==> config.mk <==
export PLATFORM = sky130hd
export DESIGN_NAME = alu_exec_unit
export DESIGN_NICKNAME = d
export VERILOG_FILES = /design/src/rtl/alu_pkg.sv /design/src/rtl/alu_exec_unit_muldiv.sv /design/src/rtl/alu_exec_unit.sv
export SDC_FILE = /design/constraint.sdc
export NUM_CORES = 1
export LEC_CHECK = 0
export ABC_AREA = 1
export BUFFER_PORTS_ARGS = -buffer_cell sky130_fd_sc_hd__buf_2
export CAP_MARGIN = 40
export CORE_ASPECT_RATIO = 1.1
export CORE_MARGIN = 5
export CORE_UTILIZATION = 55
export DETAILED_ROUTE_END_ITERATION = 10
export PLACE_DENSITY = 0.76
export SYNTH_ARGS = -nofsm -noshare
export SYNTH_HDL_FRONTEND = slang
export SYNTH_SLANG_ARGS = --single-unit
==> constraint.sdc <==
create_clock -name clk -period 4.19 [get_ports clk]
set_input_delay 0.419 -clock clk [delete_from_list [all_inputs] [get_ports clk]]
set_output_delay 0.419 -clock clk [all_outputs]
set_load 0.005 [all_outputs]
==> src/rtl/alu_pkg.sv <==
// Shared ALU operation codes, FSM state type and iterative-op classifier.
// ALU_EXEC_DIV_EN adds DIVU/REMU to the iterative set; otherwise those codes are illegal.
package alu_pkg;

  localparam logic [4:0] ALU_ADD   = 5'b00000;
  localparam logic [4:0] ALU_SUB   = 5'b00001;
  localparam logic [4:0] ALU_AND   = 5'b00010;
  localparam logic [4:0] ALU_OR    = 5'b00011;
  localparam logic [4:0] ALU_XOR   = 5'b00100;
  localparam logic [4:0] ALU_SLL   = 5'b00101;
  localparam logic [4:0] ALU_SRL   = 5'b00110;
  localparam logic [4:0] ALU_SRA   = 5'b00111;
  localparam logic [4:0] ALU_SLT   = 5'b01000;
  localparam logic [4:0] ALU_SLTU  = 5'b01001;
  localparam logic [4:0] ALU_MUL   = 5'b10101;
  localparam logic [4:0] ALU_MULHU = 5'b10110;
  localparam logic [4:0] ALU_DIVU  = 5'b11010;
  localparam logic [4:0] ALU_REMU  = 5'b11100;

  typedef enum logic [1:0] {
    ST_IDLE = 2'd0,
    ST_CALC = 2'd1,
    ST_DONE = 2'd2
  } alu_state_t;

  function automatic logic is_iterative(input logic [4:0] code);
    logic w_it;
    w_it = (code == ALU_MUL) || (code == ALU_MULHU);
`ifdef ALU_EXEC_DIV_EN
    w_it = w_it || (code == ALU_DIVU) || (code == ALU_REMU);
`endif
    return w_it;
  endfunction

endpackage

==> src/rtl/alu_exec_unit_muldiv.sv <==
// Iterative shift-add multiplier and (with ALU_EXEC_DIV_EN) restoring divider; XLEN
// iterations after i_start, o_done flags the final-iteration cycle with o_result valid.
module alu_iter_muldiv #(
  parameter int XLEN = 32
) (
  input  logic            clk,
  input  logic            rst,
  input  logic            i_start,
  input  logic [4:0]      i_code,
  input  logic [XLEN-1:0] i_a,
  input  logic [XLEN-1:0] i_b,
  output logic            o_done,
  output logic [XLEN-1:0] o_result
);
  import alu_pkg::*;

  localparam int CW = $clog2(XLEN);

  logic              r_busy;
  logic [CW-1:0]     r_cnt;
  logic [4:0]        r_code;
  logic [XLEN-1:0]   r_b;
  logic [2*XLEN-1:0] r_acc;
  logic [XLEN:0]     w_mul_sum;
  logic [2*XLEN-1:0] w_mul_nxt;
  logic [2*XLEN-1:0] w_acc_nxt;

  // Low half starts as the multiplier and is consumed one bit per shift.
  assign w_mul_sum = {1'b0, r_acc[2*XLEN-1:XLEN]} + {1'b0, r_b};
  assign w_mul_nxt = r_acc[0] ? {w_mul_sum, r_acc[XLEN-1:1]} : {1'b0, r_acc[2*XLEN-1:1]};

`ifdef ALU_EXEC_DIV_EN
  logic [XLEN-1:0] r_a;
  logic [XLEN:0]   w_div_trial;
  logic [2*XLEN-1:0] w_div_nxt;
  logic            w_is_div;

  // High half holds the partial remainder, low half shifts dividend out and quotient in.
  assign w_div_trial = r_acc[2*XLEN-1:XLEN-1] - {1'b0, r_b};
  assign w_div_nxt   = w_div_trial[XLEN] ? {r_acc[2*XLEN-2:0], 1'b0}
                                         : {w_div_trial[XLEN-1:0], r_acc[XLEN-2:0], 1'b1};
  assign w_is_div    = (r_code == ALU_DIVU) || (r_code == ALU_REMU);
  assign w_acc_nxt   = w_is_div ? w_div_nxt : w_mul_nxt;
`else
  assign w_acc_nxt   = w_mul_nxt;
`endif

  always_comb begin
    o_result = w_acc_nxt[XLEN-1:0];
    if (r_code == ALU_MULHU) o_result = w_acc_nxt[2*XLEN-1:XLEN];
`ifdef ALU_EXEC_DIV_EN
    if (r_code == ALU_DIVU) o_result = (r_b == '0) ? '1 : w_acc_nxt[XLEN-1:0];
    if (r_code == ALU_REMU) o_result = (r_b == '0) ? r_a : w_acc_nxt[2*XLEN-1:XLEN];
`endif
  end

  assign o_done = r_busy && (r_cnt == '0);

  always_ff @(posedge clk or posedge rst) begin
    if (rst) begin
      r_busy <= 1'b0;
      r_cnt  <= '0;
      r_code <= '0;
      r_b    <= '0;
      r_acc  <= '0;
`ifdef ALU_EXEC_DIV_EN
      r_a    <= '0;
`endif
    end else if (i_start) begin
      r_busy <= 1'b1;
      r_cnt  <= CW'(XLEN-1);
      r_code <= i_code;
      r_b    <= i_b;
      r_acc  <= {{XLEN{1'b0}}, i_a};
`ifdef ALU_EXEC_DIV_EN
      r_a    <= i_a;
`endif
    end else if (r_busy) begin
      r_acc <= w_acc_nxt;
      if (r_cnt == '0) r_busy <= 1'b0;
      else             r_cnt  <= r_cnt - 1'b1;
    end
  end

endmodule

==> src/rtl/alu_exec_unit.sv <==
// Execution ALU: single-cycle ops done 1 cycle after accept, MUL/MULHU (and DIVU/REMU with
// ALU_EXEC_DIV_EN) XLEN+1; one op in flight, result held until out_ready, in_ready only in IDLE.
module alu_exec_unit #(
  parameter int XLEN = 32
) (
  input  logic            clk,
  input  logic            rst,
  input  logic            in_valid,
  output logic            in_ready,
  input  logic [4:0]      aluControl,
  input  logic [XLEN-1:0] op_a,
  input  logic [XLEN-1:0] op_b,
  output logic            out_valid,
  input  logic            out_ready,
  output logic [XLEN-1:0] result,
  output logic            zero,
  output logic            illegal
);
  import alu_pkg::*;

  localparam int SHW = $clog2(XLEN);

  alu_state_t      r_state;
  logic [XLEN-1:0] r_result;
  logic            r_zero;
  logic            r_illegal;
  logic [XLEN-1:0] w_sc_res;
  logic            w_sc_ill;
  logic [SHW-1:0]  w_shamt;
  logic            w_start;
  logic            w_md_done;
  logic [XLEN-1:0] w_md_res;

  assign w_shamt = op_b[SHW-1:0];

  always_comb begin
    w_sc_res = '0;
    w_sc_ill = 1'b0;
    case (aluControl)
      ALU_ADD:  w_sc_res = op_a + op_b;
      ALU_SUB:  w_sc_res = op_a - op_b;
      ALU_AND:  w_sc_res = op_a & op_b;
      ALU_OR:   w_sc_res = op_a | op_b;
      ALU_XOR:  w_sc_res = op_a ^ op_b;
      ALU_SLL:  w_sc_res = op_a << w_shamt;
      ALU_SRL:  w_sc_res = op_a >> w_shamt;
      ALU_SRA:  w_sc_res = $signed(op_a) >>> w_shamt;
      ALU_SLT:  w_sc_res = {{(XLEN-1){1'b0}}, ($signed(op_a) < $signed(op_b))};
      ALU_SLTU: w_sc_res = {{(XLEN-1){1'b0}}, (op_a < op_b)};
      default:  w_sc_ill = 1'b1;
    endcase
  end

  assign w_start = (r_state == ST_IDLE) && in_valid && is_iterative(aluControl);

  alu_iter_muldiv #(.XLEN(XLEN)) u_muldiv (
    .clk      (clk),
    .rst      (rst),
    .i_start  (w_start),
    .i_code   (aluControl),
    .i_a      (op_a),
    .i_b      (op_b),
    .o_done   (w_md_done),
    .o_result (w_md_res)
  );

  always_ff @(posedge clk or posedge rst) begin
    if (rst) begin
      r_state   <= ST_IDLE;
      r_result  <= '0;
      r_zero    <= 1'b1;
      r_illegal <= 1'b0;
    end else begin
      case (r_state)
        ST_IDLE: if (in_valid) begin
          if (is_iterative(aluControl)) begin
            r_state <= ST_CALC;
          end else begin
            r_result  <= w_sc_res;
            r_zero    <= (w_sc_res == '0);
            r_illegal <= w_sc_ill;
            r_state   <= ST_DONE;
          end
        end
        ST_CALC: if (w_md_done) begin
          r_result  <= w_md_res;
          r_zero    <= (w_md_res == '0);
          r_illegal <= 1'b0;
          r_state   <= ST_DONE;
        end
        ST_DONE: if (out_ready) r_state <= ST_IDLE;
        default: r_state <= ST_IDLE;
      endcase
    end
  end

  assign in_ready  = (r_state == ST_IDLE);
  assign out_valid = (r_state == ST_DONE);
  assign result    = r_result;
  assign zero      = r_zero;
  assign illegal   = r_illegal;

endmodule

; ---- Yosys cells after proc, flatten, opt, wreduce, memory -nomap -nowiden
; Index checks and enable logic that the tools add are counted.
[totals]
input_bits = 73
wordCells = 84
ff_bits = 143
out_inout_bits = 36
[op_classes]
magnitude_cmp = 2
n_bitwise = 3
reduce_logical = 15
addsub = 4
mux = 29
shifts = 3
n_eq_ne = 19
[ops]
columns = cell, n
row1 = 32-bit one-hot mux with 10 select lines, 1
row2 = 64-bit 2-to-1 mux, 3
row3 = 32-bit 2-to-1 mux, 4
row4 = 32-bit logical NOT, 2
row5 = 32-bit < comparator, 2
row6 = 32-bit one-hot mux with 2 select lines, 1
row7 = 32-bit by 32-bit adder with 33-bit output, 1
row8 = 32-bit adder, 1
row9 = 32-bit bitwise AND, 1
row10 = 32-bit bitwise OR, 1
row11 = 32-bit by 5-bit left shift with 32-bit output, 1
row12 = 32-bit by 5-bit right shift with 32-bit output, 1
row13 = 32-bit by 5-bit >>> shifter with 32-bit output, 1
row14 = 32-bit subtractor, 1
row15 = 32-bit bitwise XOR, 1
row16 = "5-bit by 3-bit equality test with 1-bit output, second input constant", 4
row17 = "5-bit equality test, second input constant", 3
row18 = 5-bit 2-to-1 mux, 3
row19 = "5-bit by 2-bit equality test with 1-bit output, second input constant", 2
row20 = "5-bit by 4-bit equality test with 1-bit output, second input constant", 2
row21 = 5-bit logical NOT, 2
row22 = 1-bit 2-to-1 mux, 10
row23 = 10-bit OR reduction, 1
row24 = 2-bit 2-to-1 mux, 4
row25 = 15 further kinds, 22

; ---- Logic depth before layout (Yosys ltp)
[depth]
depth_word = 6
ltp_mapped = 26
depth_no_buf = 24

; ---- Modules after synthesis
; Synthesis repeated with hierarchy kept, for this count alone.
[hier_totals]
hier_cells = 3553
hier_area_um2 = 20023.0
[by_module_without_submodules]
columns = mod, seq_area_each_um2, instances, area_each_um2, cells_each
row1 = alu_exec_unit, 902.1, 1, 12533.3, 2440
row2 = alu_iter_muldiv, 2677.6, 1, 7489.7, 1113

; ---- Worst setup path after synthesis
; No wires, ideal clock.
[synth_path]
path_kind = input -> register
from = input port op_b[3]
to = register r_zero (netlist: zero)
required_time_ns = 4.129
arrival_ns = 2.880
path_buffers = 4
setup_slack_ns = 1.250
stages = 25
cell_sequence = clkbuf_1 > inv_1 > buf_2 > buf_1 > ha_1 > clkbuf_2 > nor2_1 > nand3_1 > nand3_1 > nand2_1 > nand2_1 > nand2_1 > nand2_1 > nand2_1 > nand2_1 > nor2_1 > nor2_1 > nand3_1 > nor2_1 > nand2_1 > nor2_1 > nand3_1 > nand2_1 > nand2_1 > nand2_1
[synth_via]
elab_chain_cells = 6
[synth_rtl]
columns = element, line_no
row1 = start: declaration, alu_exec_unit.sv:12  ; input logic [XLEN-1:0] op_b,
row2 = "32-bit subtractor, or another cell as far along", alu_exec_unit.sv:41  ; ALU_SUB: w_sc_res = op_a - op_b;
row3 = 32-bit one-hot mux with 10 select lines *, alu_exec_unit.sv:39  ; case (aluControl)
row4 = 32-bit logical NOT *, alu_exec_unit.sv:80  ; r_zero <= (w_sc_res == '0);
row5 = 1-bit 2-to-1 mux *, alu_exec_unit.sv:76  ; if (is_iterative(aluControl)) begin
row6 = 1-bit 2-to-1 mux *, alu_exec_unit.sv:75  ; ST_IDLE: if (in_valid) begin
row7 = 1-bit one-hot mux with 2 select lines *, alu_exec_unit.sv:74  ; case (r_state)
row8 = end signal: assignment, alu_exec_unit.sv:80
row9 = end signal: assignment, alu_exec_unit.sv:87  ; r_zero <= (w_md_res == '0);
row10 = end: declaration, alu_exec_unit.sv:25  ; logic r_zero;
; Every way passes the cells marked *; elsewhere a longest branch is shown, timed or not. The select of a mux whose other input is x is not followed.
; A chain may end at the register's enable or synchronous reset.

; ---- Worst setup path in the final report
[layout_path]
from = register u_muldiv.r_acc[32]
to = register r_zero (netlist: zero)
[layout_via]
elab_chain_cells = 6
[layout_rtl]
columns = element, line_no
row1 = start: declaration, alu_exec_unit_muldiv.sv:23  ; logic [2*XLEN-1:0] r_acc;
row2 = start signal: assignment, alu_exec_unit_muldiv.sv:74  ; r_acc <= {{XLEN{1'b0}}, i_a};
row3 = start signal: assignment, alu_exec_unit_muldiv.sv:79  ; r_acc <= w_acc_nxt;
row4 = 32-bit by 32-bit adder with 33-bit output, alu_exec_unit_muldiv.sv:29  ; assign w_mul_sum = {1'b0, r_acc[2*XLEN-1:XLEN]} + {1'b0, r_b};
row5 = 64-bit 2-to-1 mux *, alu_exec_unit_muldiv.sv:30  ; assign w_mul_nxt = r_acc[0] ? {w_mul_sum, r_acc[XLEN-1:1]} : {1'b0, r_acc[2*XLEN-1:1]};
row6 = 32-bit 2-to-1 mux *, alu_exec_unit_muldiv.sv:50  ; if (r_code == ALU_MULHU) o_result = w_acc_nxt[2*XLEN-1:XLEN];
row7 = 32-bit logical NOT *, alu_exec_unit.sv:87
row8 = 1-bit 2-to-1 mux *, alu_exec_unit.sv:85  ; ST_CALC: if (w_md_done) begin
row9 = 1-bit one-hot mux with 2 select lines *, alu_exec_unit.sv:74
; Marked as above.

==> out/metrics.yaml <==
outcome: "finished, final reports clean"
final_cell_mix: "nand2_1 (1252), nand3_1 (545), inv_1 (510)"
crit_buf_inv: 0
grt_pass1_wl_um: 127900
finClkSkew_ps: 10.50
fin_util: 0.5949
first_global_vias: 22101
critical_path_class: "register to register"
wl_per_cell_um: 21.47
startpoint_type: "register"
rr_startpoint: "u_muldiv.r_acc[32]"
crit_top_cell: "nand2_1"
dieArea_um2: 39420
cap_violations: 0
cp-end-kind: "register"
grtUsageTotal: 0.4203
critPathSlowestCell: "fa_1"
die_h_um: 207.7
place.gp.congestion: 1.162
cp_num_cells: 16
p_total_mw: 9.166
clk_latency_ps: 430
fillers: 3755
h-tree-depth: 4
cts_buffer_depth: 2
grt_max_degree: 85
slew_viol_final: 0
holdWs_ps: 98.23
cp.required_ps: 4570
worst_pin_slew_ps: 1005
place_hpwl_um: 70000
yosysTopAreaCellShare: 0.2404
r2r_slack_ps: 780
critPathTopFamily: "simple AND/OR/NAND/NOR gates"
seq_area_frac_synth: 0.1831
fin_nets: 3777
clock.fmax_mhz: 293.3
worstReg2RegEnd: "zero"
ys_ff_latch: 143
final_common_cell: "nand2_1"
synth_area_leaders: "nand2_1 (24%), dfrtp_1 (18%), nand3_1 (14%), inv_1 (9.8%), ha_1 (8.6%)"
drt-pass1-iter-count: 7
crit_chain: "ha_1, fa_1, nand3_1, nand3_1, nand2_1, nand2_1, xor2_1, o21ai_0, o21ai_0, nor2_1, nand3_1, nor2_1, nand4_1, nand2_1, nand2_1, nand2_1"
ctsHoldBuffers: 0
tns_ps: 0
antenna_found_initial: 1
p_per_area_nw_per_um2: 438.5
grt_overflow_total: 0
clockRootBuffer: "clkbuf_16"
final_hold_viol_count: 0
vdd_drop_max_uv: 279.6
port_buffers: 108
wirelength_um: 86430
syn_area_um2: 19550
rsz0062_at_grt: "no"
ctsResizeCount: 0
cp.arrival_ps: 3790
min_period_ps: 3409
yosys_warnings: 0
critPathLaunch: "u_muldiv.r_acc[32]"
synth_fp_nets: 3753
io_pins: 109
synth_top_cell_by_area: "nand2_1"
fin_crit_sh: 0.8136
rows: 72
drtIter0Drc: 3315
hp-class: "primary input to asynchronous set/reset pin"
leakage_nw: 12.00
syn2layout_area_growth_pct: 6.905
core_um2: 35130
setup_viol: 0
drive_gt1_frac: 0.06538
ant_nets: 0
max_stage_delay_ps: 460
cts_tree: "yes"
cts_inserted_buffers: 17
cp_max_fo: 5
syn_inst: 3543
cts.sinks: 143
cts_setup_buffers: 0
start_util: 0.5565
drc: 0
relSlewSlack: 0.3291
r2r_cells: 16
avgSynthCellArea_um2: 5.518
die_x_um: 189.8
clkTransAtPathRegs_ps: 70
synth.distinct_cells: 55
via_per_inst: 5.974
num_vias: 24047
fin_area_um2: 20900
critPathCapture: "zero"
place_area_um2: 20360
[routing by layer]
metal	track usage	wire length [µm]
met4	0.3039	8018
met3	0.06424	9199
met1	0.5296	32190
met2	0.6529	37030
met5	0	0
[power breakdown]
group	internal, mW	total [mW]	switching (mW)
Clock	0.762	1.40	0.636
Sequential	1.92	2.30	0.384
Combinational	1.66	5.47	3.80
Total	4.34	9.17	4.82
[how the worst min path moves through the flow]
stage,to,depth (start not counted)
after floorplan,u_muldiv.r_code[2],2
after global placement,u_muldiv.r_code[2],2
after detailed placement,u_muldiv.r_code[4],2
after CTS,u_muldiv.r_cnt[1],3
after global routing,u_muldiv.r_cnt[0],3
final,u_muldiv.r_cnt[0],3
[cells by family (layout without fill, tap and decap cells)]
logic type | Yosys count | count (layout) | synth area share
and+or+nand+nor | 2194 | 2194 | 0.4712
buffers and inverters | 674 | 710 | 0.1390
AOI/OAI and AO/OA | 388 | 388 | 0.1146
DFF | 143 | 143 | 0.1831
adders and majority gates | 137 | 137 | 0.08883
xor gates and xnor gates | 5 | 5 | 0.002240
muxes | 2 | 2 | 0.001088
other | 0 | 2 | 0
[worst register-to-register path, cell delays in order (launching register included)]
cell and delay (ps):
dfrtp_1 380, ha_1 280, fa_1 460, nand3_1 110, nand3_1 210, nand2_1 120
nand2_1 160, xor2_1 180, o21ai_0 290, o21ai_0 380, nor2_1 200, nand3_1 100
nor2_1 110, nand4_1 150, nand2_1 110, nand2_1 60, nand2_1 80
[per-stage QoR]
step | instances | setup WS (ps)
after detailed placement | 3992 | 623.7
after global placement | 3990 | 635.3
after floorplan | 3543 | 1250
final | 4025 | 780.8
after global routing | 4023 | 599.5
after CTS | 4023 | 845.7
[sequential cells by signal, indices dropped and copies added, names as in the netlist]
register and flops:
zero 1, r_state 2, u_muldiv.r_acc 64, u_muldiv.r_busy 1, u_muldiv.r_code 5, result 32, illegal 1, u_muldiv.r_cnt 5
u_muldiv.r_b 32
[cell usage after synthesis, drive strengths merged]
cell,instances
xor2,3
a2111oi,1
o31ai,1
a221oi,2
nor4,4
or2,7
xnor2,2
o21a,8
nand3b,3
o221ai,27
dfrtp,142
nand4,30
nand3,547
nand2,1259
nor2,299
o22a,1
nor3,26
a31oi,3
ha,134
a32o,1
mux2,1
and3,8
a21o,6
o211ai,31
clkbuf,53
o21bai,8
a21oi,112
o21ai,167
inv,524
o41ai,1
fa,3
mux2i,1
and2,11
a22o,2
clkinv,2
a21boi,4
o22ai,13
dfstp,1
buf,95
[cell type report]
class | instances | area, µm² | area share
antenna | 2 | 5.005 | 0.0002394
clock buffer | 17 | 425.4 | 0.02035
clock inverter | 14 | 110.1 | 0.005268
inverter | 526 | 1981 | 0.09476
multi-input combinational | 2726 | 13280 | 0.6352
sequential | 143 | 3580 | 0.1713
tap | 444 | 555.5 | 0.02658
timing repair buffer | 153 | 968.4 | 0.04633
Power figures use the tool's default switching activity.
